**config.mk**
```make
export PLATFORM = sky130hd
export DESIGN_NAME = z80_busrq_arbiter
export DESIGN_NICKNAME = d
export VERILOG_FILES = /design/src/rtl/z80_arb_pkg.sv /design/src/rtl/arb_rr_pick.sv /design/src/rtl/z80_busrq_arbiter.sv
export SDC_FILE = /design/constraint.sdc
export NUM_CORES = 1
export LEC_CHECK = 0
export CORE_ASPECT_RATIO = 1.5
export CORE_MARGIN = 2
export CORE_UTILIZATION = 54
export DETAILED_ROUTE_END_ITERATION = 8
export DONT_BUFFER_PORTS = 1
export PLACE_DENSITY_LB_ADDON = 0.2
export SYNTH_ARGS = -nofsm -noshare
export SYNTH_HDL_FRONTEND = slang
export SYNTH_SLANG_ARGS = --single-unit
```
**constraint.sdc**
```tcl
create_clock -name CLK -period 2.6 [get_ports CLK]
set_clock_uncertainty 0.2 [all_clocks]
set_input_delay 0.52 -clock CLK [delete_from_list [all_inputs] [get_ports CLK]]
set_output_delay 0.52 -clock CLK [all_outputs]
set_load 0.1 [all_outputs]
```
**src/rtl/z80_arb_pkg.sv**
```systemverilog
// ============================================================================
//  Module : z80_arb_pkg
//  Brief  : Shared state type and counter widths for the Z80 BUSRQ arbiter.
//  Rev    : 1.0  initial release
// ============================================================================
`default_nettype none

package z80_arb_pkg;

    typedef enum logic [1:0] {
        IDLE    = 2'd0,
        REQ     = 2'd1,
        GRANT   = 2'd2,
        RELEASE = 2'd3
    } arb_state_t;

    localparam int BURST_W = 8;
    localparam int GAP_W   = 8;

endpackage

`default_nettype wire

```
**src/rtl/arb_rr_pick.sv**
```systemverilog
// ============================================================================
//  Module : arb_rr_pick
//  Brief  : Combinational winner select: first set request at or above the
//           round-robin pointer, wrapping. ARB_FIXED_PRIO_EN: lowest index wins.
//  Rev    : 1.0  initial release
// ============================================================================
`default_nettype none

module arb_rr_pick #(
    parameter int NREQ  = 2,
    parameter int PTR_W = 1
) (
`ifndef ARB_FIXED_PRIO_EN
    input  logic [PTR_W-1:0] i_ptr,
`endif
    input  logic [NREQ-1:0]  i_req,
    output logic [PTR_W-1:0] o_idx,
    output logic             o_valid
);

    assign o_valid = |i_req;

    // Scanning from the far end lets the nearest candidate overwrite the rest.
    always_comb begin
        int t;
        o_idx = '0;
        for (int k = NREQ - 1; k >= 0; k--) begin
`ifdef ARB_FIXED_PRIO_EN
            t = k;
`else
            t = int'(i_ptr) + k;
            if (t >= NREQ) begin
                t = t - NREQ;
            end
`endif
            if (i_req[PTR_W'(t)]) begin
                o_idx = PTR_W'(t);
            end
        end
    end

endmodule

`default_nettype wire

```
**src/rtl/z80_busrq_arbiter.sv**
```systemverilog
// ============================================================================
//  Module : z80_busrq_arbiter
//  Brief  : Shares the Z80 bus between the CPU and NREQ DMA requesters via
//           nBUSRQ/nBUSACK, with burst limit and CPU gap. Optional macro
//           ARB_FIXED_PRIO_EN selects fixed (lowest-index) priority.
//  Rev    : 1.0  initial release
// ============================================================================
`default_nettype none

module z80_busrq_arbiter
    import z80_arb_pkg::*;
#(
    parameter int NREQ      = 2,
    parameter int MAX_BURST = 16,
    parameter int MIN_GAP   = 4
) (
    input  logic            CLK,
    input  logic            nRESET,
    input  logic [NREQ-1:0] req,
    input  logic [NREQ-1:0] xfer,
    input  logic            nBUSACK,
    output logic            nBUSRQ,
    output logic [NREQ-1:0] grant,
    output logic            bus_owned,
    output logic            busy
);

    localparam int PTR_W = (NREQ > 1) ? $clog2(NREQ) : 1;

    arb_state_t          r_state, w_state_nxt;
    logic [PTR_W-1:0]    r_winner, w_winner_nxt;
    logic [PTR_W-1:0]    w_pick_idx;
    logic                w_pick_valid;
    logic [BURST_W-1:0]  r_burst_cnt, w_burst_nxt;
    logic [GAP_W-1:0]    r_gap_cnt, w_gap_nxt;
    logic                r_nbusrq, r_owned, r_busy;
    logic [NREQ-1:0]     r_grant, w_grant_nxt;
    logic                w_win_req, w_win_xfer, w_last_xfer;
`ifndef ARB_FIXED_PRIO_EN
    logic [PTR_W-1:0]    r_rr_ptr, w_rr_nxt;
`endif

    arb_rr_pick #(
        .NREQ  (NREQ),
        .PTR_W (PTR_W)
    ) u_pick (
`ifndef ARB_FIXED_PRIO_EN
        .i_ptr   (r_rr_ptr),
`endif
        .i_req   (req),
        .o_idx   (w_pick_idx),
        .o_valid (w_pick_valid)
    );

    assign w_win_req   = req[r_winner];
    assign w_win_xfer  = xfer[r_winner];
    assign w_last_xfer = w_win_xfer && (r_burst_cnt == BURST_W'(MAX_BURST - 1));

    always_comb begin
        w_state_nxt  = r_state;
        w_winner_nxt = r_winner;
        w_burst_nxt  = r_burst_cnt;
        w_gap_nxt    = r_gap_cnt;
`ifndef ARB_FIXED_PRIO_EN
        w_rr_nxt     = r_rr_ptr;
`endif
        case (r_state)
            IDLE: begin
                if (r_gap_cnt != '0) begin
                    w_gap_nxt = r_gap_cnt - 1'b1;
                end else if (w_pick_valid) begin
                    w_winner_nxt = w_pick_idx;
                    w_state_nxt  = REQ;
                end
            end
            REQ: begin
                if (!w_win_req) begin
                    w_state_nxt = RELEASE;
                end else if (!nBUSACK) begin
                    w_state_nxt = GRANT;
                    w_burst_nxt = '0;
`ifndef ARB_FIXED_PRIO_EN
                    w_rr_nxt    = (r_winner == PTR_W'(NREQ - 1)) ? '0 : r_winner + 1'b1;
`endif
                end
            end
            GRANT: begin
                // An early nBUSACK rise is a protocol error; treat it as a release.
                if (nBUSACK || !w_win_req || w_last_xfer) begin
                    w_state_nxt = RELEASE;
                end else if (w_win_xfer) begin
                    w_burst_nxt = r_burst_cnt + 1'b1;
                end
            end
            RELEASE: begin
                if (nBUSACK) begin
                    w_state_nxt = IDLE;
                    w_gap_nxt   = GAP_W'(MIN_GAP);
                end
            end
            default: begin
                w_state_nxt = IDLE;
            end
        endcase
    end

    assign w_grant_nxt = (w_state_nxt == GRANT) ? (NREQ'(1) << r_winner) : '0;

    always_ff @(posedge CLK or negedge nRESET) begin
        if (!nRESET) begin
            r_state     <= IDLE;
            r_winner    <= '0;
            r_burst_cnt <= '0;
            r_gap_cnt   <= '0;
            r_nbusrq    <= 1'b1;
            r_grant     <= '0;
            r_owned     <= 1'b0;
            r_busy      <= 1'b0;
`ifndef ARB_FIXED_PRIO_EN
            r_rr_ptr    <= '0;
`endif
        end else begin
            r_state     <= w_state_nxt;
            r_winner    <= w_winner_nxt;
            r_burst_cnt <= w_burst_nxt;
            r_gap_cnt   <= w_gap_nxt;
            r_nbusrq    <= !((w_state_nxt == REQ) || (w_state_nxt == GRANT));
            r_grant     <= w_grant_nxt;
            r_owned     <= (w_state_nxt == GRANT);
            r_busy      <= (w_state_nxt != IDLE);
`ifndef ARB_FIXED_PRIO_EN
            r_rr_ptr    <= w_rr_nxt;
`endif
        end
    end

    assign nBUSRQ    = r_nbusrq;
    assign grant     = r_grant;
    assign bus_owned = r_owned;
    assign busy      = r_busy;

endmodule

`default_nettype wire

```
==> After elaboration in Yosys (flattened, before gate mapping) <==
Index checks and enable logic that the tools add are counted.
{ "word_totals": {"memories": 0, "rom_bits": 0, "latchBits": 0, "ramBits": 0, "output_inout_bits": 5, "word_cells": 80, "reg_bits": 25} }
{ "op_classes": {"div": 0, "n_addsub": 6, "n_eq_ne": 12, "multipliers": 0, "n_lt_le_gt_ge": 5, "n_reduce_logical": 16, "shift": 1, "mux": 29, "n_bitwise": 2} }
{ "op_table": {"columns": ["cell", "n"], "rows": [
  ["8-bit 2-to-1 mux", 6],
  ["8-bit case mux with 2 select lines", 2],
  ["2-bit 2-to-1 mux", 7],
  ["1-bit 2-to-1 mux", 13],
  ["2-bit inequality test, second input constant", 6],
  ["3-bit AND reduction", 3],
  ["8-bit by 1-bit adder with 8-bit output, second input constant", 1],
  ["8-bit by 4-bit == test with 1-bit output, second input constant", 1],
  ["2-bit case mux with 4 select lines", 1],
  ["8-bit nonzero test", 1],
  ["8-bit by 1-bit subtractor with 8-bit output, second input constant", 1],
  ["2-bit == test, second input constant", 3],
  ["1-bit by 3-bit less-than comparator with 1-bit output, second input constant", 2],
  ["2-bit nonzero test", 3],
  ["5-bit AND reduction", 1],
  ["2-bit by 1-bit == test with 1-bit output, second input constant", 2],
  ["1-bit logical OR", 3],
  ["1-bit by 1-bit adder with 2-bit output, second input constant", 1],
  ["1-bit by 2-bit greater-or-equal comparator with 1-bit output, second input constant", 1],
  ["2-bit greater-or-equal comparator, second input constant", 1],
  ["1-bit logical NOT", 2],
  ["2-bit logical NOT", 1],
  ["1-bit by 2-bit less-than comparator with 1-bit output, second input constant", 1],
  ["1-bit NOT", 2],
  ["other kinds (5)", 6]
]} }

==> Logic depth before layout (Yosys ltp) <==
Gate-level depths: netlist of run 1.
{ "logic_depth": {"depth_word": 10, "depth_mapped": 8} }

==> Cells and area by module <==
From an unflattened synthesis of run 1, not the netlist that was laid out.
{ "hier_totals": {"hier_cells": 137, "area_unflattened_um2": 1378.8} }
{ "modules_own_cells": {"columns": ["module", "seq_area_each_um2", "n_inst", "area_per_inst_um2", "cells_each"], "rows": [
  ["z80_busrq_arbiter", 626.9, 1, 1366.3, 135],
  ["arb_rr_pick", 0.0, 1, 12.5, 2]
]} }

==> Least setup slack after synthesis of run 1 <==
Ideal clock, no wire load.
{ "synth_path": {"path_type": "register -> register", "from": "register r_state[0]", "to": "register r_grant[1] (netlist: grant[1])", "required_ns": 2.281, "stages_incl_launch_ff": 8, "n_path_buf": 1, "synth_period_minus_slack_ns": 2.277, "setup_slack_ns": 0.323, "arrival_time_ns": 1.958, "setup_ns": 0.119, "path_cell_list": "dfrtp_1 > buf_6 > or4_4 > nor4_4 > o22a_2 > nor2_1 > ha_1 > and2_1"} }
{ "synth_via": {"elab_chain_len": 5, "word_cells_on_any_way": 13, "cone_classes": "eq/ne: 4; mux: 8; reduce/logical: 1"} }
{ "synth_lines": {"columns": ["element", "line", "source"], "rows": [
  ["start, declared", "z80_busrq_arbiter.sv:30", "arb_state_t r_state, w_state_nxt;"],
  ["start signal, assigned", "z80_busrq_arbiter.sv:123", "r_state <= w_state_nxt;"],
  ["2-bit 2-to-1 mux, on equally long branches", "z80_busrq_arbiter.sv:79, z80_busrq_arbiter.sv:71", null],
  ["2-bit 2-to-1 mux, on equally long branches", "z80_busrq_arbiter.sv:77, z80_busrq_arbiter.sv:69", null],
  ["2-bit case mux with 4 select lines *", "z80_busrq_arbiter.sv:67", "case (r_state)"],
  ["2-bit == test *", "z80_busrq_arbiter.sv:107", "assign w_grant_nxt = (w_state_nxt == GRANT) ? (NREQ'(1) << r_winner) : '0;"],
  ["2-bit 2-to-1 mux *", "z80_busrq_arbiter.sv:107", null],
  ["named net w_grant_nxt[1]", "z80_busrq_arbiter.sv:37", "logic [NREQ-1:0] r_grant, w_grant_nxt;"],
  ["end signal, assigned", "z80_busrq_arbiter.sv:128", "r_grant <= w_grant_nxt;"],
  ["end, declared", "z80_busrq_arbiter.sv:37", null]
]} }
Mark *: on every way through the listed nets, which the timed path passes. The rest lies on a longest branch.
A chain may end at the register's enable or synchronous reset.

==> Final worst setup path of run 1 <==
{ "layout_path": {"from": "register r_state[0]", "to": "register r_burst_cnt[0]"} }
{ "layout_via": {"elab_chain_len": 3, "word_cells_on_any_way": 9, "cone_classes": "eq/ne: 6; mux: 1; reduce/logical: 2"} }
{ "layout_lines": {"columns": ["element", "line", "source"], "rows": [
  ["2-bit == test or 2-bit by 1-bit == test with 1-bit output (tied branches)", "z80_busrq_arbiter.sv:67", null],
  ["2-bit inequality test (no source line) or 2-bit nonzero test (tied branches)", null, null],
  ["5-bit AND reduction (no source line)", null, null],
  ["end signal, assigned", "z80_busrq_arbiter.sv:125", "r_burst_cnt <= w_burst_nxt;"],
  ["end, declared", "z80_busrq_arbiter.sv:34", "logic [BURST_W-1:0] r_burst_cnt, w_burst_nxt;"]
]} }
Several ways; a longest one is shown, not always the timed one.

==> impl_results.md, run 1 <==
- DRC violation count after routing: 0
- Remaining max-slew budget at the tightest pin: 0.676
- Final GP Congestion: 0.853
- Stage delay of the slowest cell on the critical path: ~0.57 ns
- Clock-pin slew reported for the worst setup and hold paths after clock tree synthesis: 0.14 ns
- RSZ-0062 raised after global routing: no
- TritonCTS Sinks: 25
- Top post-synthesis cells by area: dfrtp_1, mux2i_1, ha_1
- Average cell area after synthesis: between 10 and 15 um2
- Inserted Clock Buffers: 3
- Total detailed-routing wirelength: 2520 um
- Vias in the first global route: roughly 1000
- Yosys warnings: 0
- Fin. max-slew vios: 0
- Prevailing post-synth register cell: dfrtp_1
- Die outline width: 45.6 um
- Total die area: ~0.0030 mm2
- Nature of the critical path startpoint: register
- HPWL reported at the end of detailed placement: approximately 1900 um
- Final setup fails: 0
- R2r endpoint: r_burst_cnt[0]$_DFFE_PN0P_
- Final core occ: 0.616
- Number of flops mapped to enable cells by yosys: 0
- Storage element area: 627 um2
- Wirelength per Cell: 15.2 um
- Most frequent cell after synthesis: dfrtp_1
- Area of combinational cells with multiple inputs: 713 um2
- Standard-cell rows: 22
- Number of max-capacitance violations reported: 0
- Post-layout nets: 155
- Via count: 988
- Slowest-stage cell, CP: or4_4
- Maximum number of pins on one net before global-route repair: 26
- Die Ht: between 60 and 70 um
- Post-cts repair resize count: 0
- Number of filler instances in the final layout: 211
- Clock tree from TritonCTS: done
- Place WS: 0.406 ns
- Status: complete, no violations
- Startpoint of the lowest-slack register-to-register path: r_state[0]$_DFF_PN0_
- CP Max Fanout: 10
- H-Tree Level Count: 1
- Instance count after placement with tap cells included: 160
- Worst hold path startpoint: req[0]
- Count of cells along the worst hold path: 2
- Kind of capture point of the worst setup path: register
- Combined buffer and inverter count along the critical path: 1
- Placement Cell Area: 0.00145 mm2
- Required @ worst endpoint: around 2.6 ns
- Proportion of netlist area held by the largest area contributor: 0.429
- Worst-path cell chain: or4_4 -> nor4_4 -> buf_4 -> or3_4 -> mux2_4
- Count of different cell masters after synthesis: 45
- Routed via count divided by cell count: 5.95
- Final critical-path share of the clock period: 0.854
- Cell type with the highest aggregate area in the netlist: dfrtp_1
- Least-Margin Pin Slew: 0.487 ns
- Endpoint, Worst Hold: r_winner$_DFFE_PN0P_
- Total global routing track utilization: 0.196
- Number of port buffers: 0
- Final Hold Violating Endpoints: 0
- Achievable clock frequency: roughly 450 MHz
- PwrDens: 395 mW/mm2
- Sum of overflow across all layers after global routing: 0
- Summed area of non-filler cells in the final layout: about 0.0015 mm2
- Final critical-path setup slack: 0.379 ns
- Initial antenna violation count: 0
- Worst slack on hold paths: 0.140 ns
- Growth of design area from synthesis to finish: 7.77%
- Iteration count of the initial detailed-routing pass: 4
- Arrival time worst endpoint: 2.25 ns
- Number of buffers added for setup after CTS: 0
- Number of standard cells in the final layout excluding fillers: roughly 170
- Category of cells accounting for the largest share of critical-path delay: simple AND/OR/NAND/NOR gates
- Share of flip-flops with an asynchronous set or reset after synthesis: 1.00
- Setup crit start: r_state[0]$_DFF_PN0_
- Number of DRC markers in iteration 0: 14
- Cts hold-fix bufs: 2
- Post-synthesis instance total: 134
- Netlist area before placement: approximately 0.0014 mm2
- I/O Pins: 12
- Clock Path Buffers: 2
- Antenna diode count: 0
- Setup tns final: 0 ns
- Critical path start-end classification: register to register
- Worst hold-check path type: primary input to register
- Core Region: around 0.0024 mm2
- R2r setup slk: 0.38 ns
- Initial core utilization: 0.572
- First-pass GRT wire length: 4260 um
- Post-Synthesis Net Count: 146
- Yosys reg bits: 25
- Routed Antenna Nets: 0
- Proportion of synthesized chip area in sequential cells: 0.448
- Clk_lat worst skew: 0.33 ns
- Worst IR Drop VDD: 0.432 mV
- Root buffer selected by CTS: clkbuf_4
- Proportion of layout cells with a drive suffix above 1: 0.141
- Most frequent cells after synthesis: dfrtp_1, nand2_1, mux2i_1
- Worst-case reg-to-reg path depth: 5
- Clock period minus worst slack: between 2 and 2.5 ns
- Standby leakage power: 0.721 nW
- Total Power Consumption: 0.596 mW
==> logic make-up after synthesis <==
| family | after synthesis | synth area share |
|---|---|---|
| simple gates | 55 | 0.234 |
| fa+ha+maj | 5 | 0.0447 |
| xor+xnor | 2 | 0.0125 |
| flops | 25 | 0.448 |
| compound gates | 21 | 0.121 |
| buf+inv | 13 | 0.0429 |
| mux | 13 | 0.0974 |
==> power by group <==
| part | total [mW] | switching, mW | internal (mW) |
|---|---|---|---|
| logic | 0.0229 | 0.0137 | 0.00918 |
| clock network | 0.179 | 0.120 | 0.0591 |
| registers | 0.394 | 0.00268 | 0.391 |
==> worst max path at each step <==
stage / end / depth (start not counted) / slack [ns]
after floorplan: grant[1]$_DFF_PN0_ / 7 / 0.32
after global placement: r_burst_cnt[0]$_DFFE_PN0P_ / 5 / 0.45
after detailed placement: r_burst_cnt[0]$_DFFE_PN0P_ / 5 / 0.41
after CTS: r_burst_cnt[0]$_DFFE_PN0P_ / 5 / 0.38
after global routing: r_burst_cnt[0]$_DFFE_PN0P_ / 5 / 0.28
final: r_burst_cnt[0]$_DFFE_PN0P_ / 5 / 0.38
==> per-layer routing <==
| layer | global-route usage | up-vias | wire length, um |
|---|---|---|---|
| met2 | 0.315 | 12 | 1290 |
| li1 | - | 496 | - |
| met3 | 0.0328 | 6 | 75 |
| met5 | 0 | - | 0 |
| met4 | 0.129 | 0 | 72 |
| met1 | 0.228 | 474 | 1080 |
==> layout by cell type, fill, tap and decap left out, types with 3 or more instances in the layout <==
cell type  instances
dfrtp_1           24
o21ai_0            4
inv_1              9
nor3_1             4
nand2_1           12
nand3_1            5
ha_1               5
nor4_1             3
buf_4              6
or4_1              3
clkbuf_4           3
nand2b_1           7
mux2i_1           11
or3_1              3
nor2_1             5
==> sequential cells by signal, indices dropped and copies added, names as in the netlist <==
| signal | flops |
|---|---|
| bus_owned | 1 |
| busy | 1 |
| grant | 2 |
| nBUSRQ | 1 |
| r_burst_cnt | 8 |
| r_gap_cnt | 8 |
| r_rr_ptr | 1 |
| r_state | 2 |
| r_winner | 1 |
==> area by class of cell <==
cell class                 instances  area share
inverter                           9      0.0224
timing repair buffer               8      0.0498
tap                               24      0.0199
clock inverter                     1     0.00498
sequential                        25       0.415
multi-input combinational         96       0.473
clock buffer                       3      0.0149
==> worst register-to-register path: stages (launching register included) <==
cell and delay, ns:
dfrtp_1 0.49, or4_4 0.57, nor4_4 0.24, buf_4 0.19, or3_4 0.14, mux2_4 0.29
Power figures use the tool's default switching activity.
==> run 2, diff against run 1 <==
--- a/config.mk
+++ b/config.mk
@@ -7,7 +7,7 @@
 export LEC_CHECK = 0
 export CORE_ASPECT_RATIO = 1.5
 export CORE_MARGIN = 2
-export CORE_UTILIZATION = 54
+export CORE_UTILIZATION = 61
 export DETAILED_ROUTE_END_ITERATION = 8
 export DONT_BUFFER_PORTS = 1
 export PLACE_DENSITY_LB_ADDON = 0.2
==> constraint.sdc (replaced) <==
create_clock -name CLK -period 2.6 [get_ports CLK]
set_clock_uncertainty 0.2 [all_clocks]
set_input_delay 0.52 -clock CLK [delete_from_list [all_inputs] [get_ports CLK]]
set_output_delay 0.52 -clock CLK [all_outputs]
set_load 0.01 [all_outputs]
==> run 2 against run 1 <==
  * Core utilization up 5.4 points
  * Power about the same
  * Count of clock-buffer cells in the layout stayed put
  * Non-clock buffer count down 4
  * Clock power about the same
  * First-iteration DRC count rose by 7.1%
  * Worst setup slack lost 0.075 ns
  * Sequential power hardly changed
  * Global-route usage grew 1.2 points
  * Die area is 11% lower
  * Critical path depth grew 1
  * Sequential share of layout area is 0.88 points higher
  * Critical path type unchanged
==> impl_results.md, run 2 (same netlist as run 1, synthesis figures left out) <==
- Status: complete, no violations
- Commonest non-fill, non-tap cell in the layout: dfrtp_1
- Worst hold-check path type: primary input to register
- Wirelength per Cell: 15.4 um (+1.3%)
- Worst-path cell chain: or4_4 -> nor4_4 -> o22a_2 -> nor2_1 -> ha_1 -> nor2b_1
- Setup tns final: 0 ns (unchanged)
- Slowest-stage cell, CP: or4_4
- Worst IR Drop VDD: 0.316 mV (-27%)
- Via count: 1005 (+1.7%)
- Die outline width: 43.1 um (-5.4%)
- R2r endpoint: grant[0]$_DFF_PN0_
- Biggest registers after layout: r_burst_cnt x8, r_gap_cnt x8
- Standard-cell rows: 21 (-4.5%)
- Total Power Consumption: 0.597 mW (about the same)
- Least-Margin Pin Slew: 0.467 ns (-0.0200 ns)
- Worst-case reg-to-reg path depth: 6 (+1)
- Number of DRC markers in iteration 0: 15 (+1)
- Arrival time worst endpoint: 2.33 ns (+0.08 ns)
- H-Tree Level Count: 1 (unchanged)
- Maximum number of pins on one net before global-route repair: 26 (unchanged)
- Total detailed-routing wirelength: 2470 um (-1.7%)
- PwrDens: 404 mW/mm2 (+2.2%)
- Critical path start-end classification: register to register
- Iteration count of the initial detailed-routing pass: 4 (unchanged)
- Total die area: 0.00270 mm2 (-11%)
- Stage delay of the slowest cell on the critical path: 0.57 ns (about the same)
- Core Region: 0.00221 mm2 (-9.9%)
- Combined buffer and inverter count along the critical path: 0 (-1)
- CP Max Fanout: 10 (unchanged)
- Endpoint, Worst Hold: r_winner$_DFFE_PN0P_
- Worst hold path startpoint: req[0]
- Place WS: 0.330 ns (-0.0761 ns)
- DRC violation count after routing: 0 (unchanged)
- Post-cts repair resize count: 0 (unchanged)
- Sum of overflow across all layers after global routing: 0 (unchanged)
- Final GP Congestion: 0.884 (+3.7%)
- Clk_lat worst skew: 0.33 ns (about the same)
- Nature of the critical path startpoint: register
- Final core occ: 0.670 (+0.0536)
- Routed via count divided by cell count: 6.24 (+4.9%)
- Most frequent cells in the layout: dfrtp_1, nand2_1, mux2i_1, inv_1, nand2b_1
- HPWL reported at the end of detailed placement: 1890 um (-1.5%)
- Clock Path Buffers: 2 (unchanged)
- Total global routing track utilization: 0.207 (+0.0115)
- Standby leakage power: 0.700 nW (-3.0%)
- Inserted Clock Buffers: 3 (unchanged)
- R2r setup slk: 0.30 ns (-0.08 ns)
- Post-layout nets: 151 (-2.6%)
- Achievable clock frequency: 435 MHz (-3.3%)
- Required @ worst endpoint: 2.63 ns (about the same)
- Proportion of layout cells with a drive suffix above 1: 0.116 (-0.0249)
- First-pass GRT wire length: 4300 um (+0.96%)
- Clock period minus worst slack: 2.30 ns (+0.0753 ns)
- Growth of design area from synthesis to finish: 5.54%
- Root buffer selected by CTS: clkbuf_4
- Die Ht: 62.7 um (-5.6%)
- Final critical-path setup slack: 0.303 ns (-0.0753 ns)
- Vias in the first global route: 997 (-1.7%)
- Kind of capture point of the worst setup path: register
- Number of max-capacitance violations reported: 0 (unchanged)
- Clock-pin slew reported for the worst setup and hold paths after clock tree synthesis: 0.14 ns (about the same)
- Final critical-path share of the clock period: 0.883 (+0.0290)
- Initial antenna violation count: 0 (unchanged)
- Count of cells along the worst hold path: 2 (unchanged)
- Routed Antenna Nets: 0 (unchanged)
- Antenna diode count: 0 (unchanged)
- Startpoint of the lowest-slack register-to-register path: r_state[0]$_DFF_PN0_
- RSZ-0062 raised after global routing: no
- Remaining max-slew budget at the tightest pin: 0.687 (+0.0114)
- TritonCTS Sinks: 25 (unchanged)
- Initial core utilization: 0.634 (+0.0629)
- I/O Pins: 12 (unchanged)
- Final Hold Violating Endpoints: 0 (unchanged)
- Fin. max-slew vios: 0 (unchanged)
- Clock tree from TritonCTS: done
- Number of port buffers: 0 (unchanged)
- Number of buffers added for setup after CTS: 0 (unchanged)
- Category of cells accounting for the largest share of critical-path delay: simple AND/OR/NAND/NOR gates
- Final setup fails: 0 (unchanged)
run 2: cell count changes in the layout (fill, tap and decap cells not counted), sizes merged:
| cell | before | now |
|---|---|---|
| buf | 7 | 3 |
run 2: layer usage:
metal,share of wire,vias to the layer above,global-route usage
li1,-,493,-
met1,0.41,497,0.256
met2,0.54,10,0.341
met3,0.029,5,0.0289
met4,0.021,0,0.106
met5,0,-,0
run 2: final cells by class:
type	count	area (um2)
fill	191	729
multi-input combinational	96	713
sequential	25	627
timing repair buffer	4	45.0
inverter	9	33.8
tap	23	28.8
clock buffer	3	22.5
clock inverter	1	7.51
run 2: worst max-delay path by stage:
| stage | startpoint | depth (start not counted) | endpoint |
|---|---|---|---|
| after floorplan | r_state[0]$_DFF_PN0_ | 7 | grant[1]$_DFF_PN0_ |
| after global placement | r_state[0]$_DFF_PN0_ | 6 | grant[0]$_DFF_PN0_ |
| after detailed placement | r_state[0]$_DFF_PN0_ | 6 | grant[0]$_DFF_PN0_ |
| after CTS | r_state[0]$_DFF_PN0_ | 6 | grant[0]$_DFF_PN0_ |
| after global routing | r_state[0]$_DFF_PN0_ | 6 | grant[0]$_DFF_PN0_ |
| final | r_state[0]$_DFF_PN0_ | 6 | grant[0]$_DFF_PN0_ |
run 2: metrics by stage:
step / cell area, um2 / cells / hold slack (ns)
4_1_cts: 1480 / 161 / 0.122
2_1_floorplan: 1400 / 134 / 0.0244
6_report: 1480 / 161 / 0.126
5_1_grt: 1480 / 161 / 0.128
3_3_place_gp: 1420 / 155 / 0.0249
3_5_place_dp: 1420 / 155 / 0.0249
run 2: report_power, final:
group | total, mW | switching [mW] | internal (mW)
combinational | 0.0232 | 0.0140 | 0.00918
clock | 0.180 | 0.121 | 0.0590
sequential | 0.394 | 0.00263 | 0.391
total | 0.597 | 0.137 | 0.460
run 2: repair_timing:
item / in CTS / in global routing
endpoints found under the hold margin: 25 / 0
setup endpoints to repair: 0 / 0
hold buffers: 2 / 0
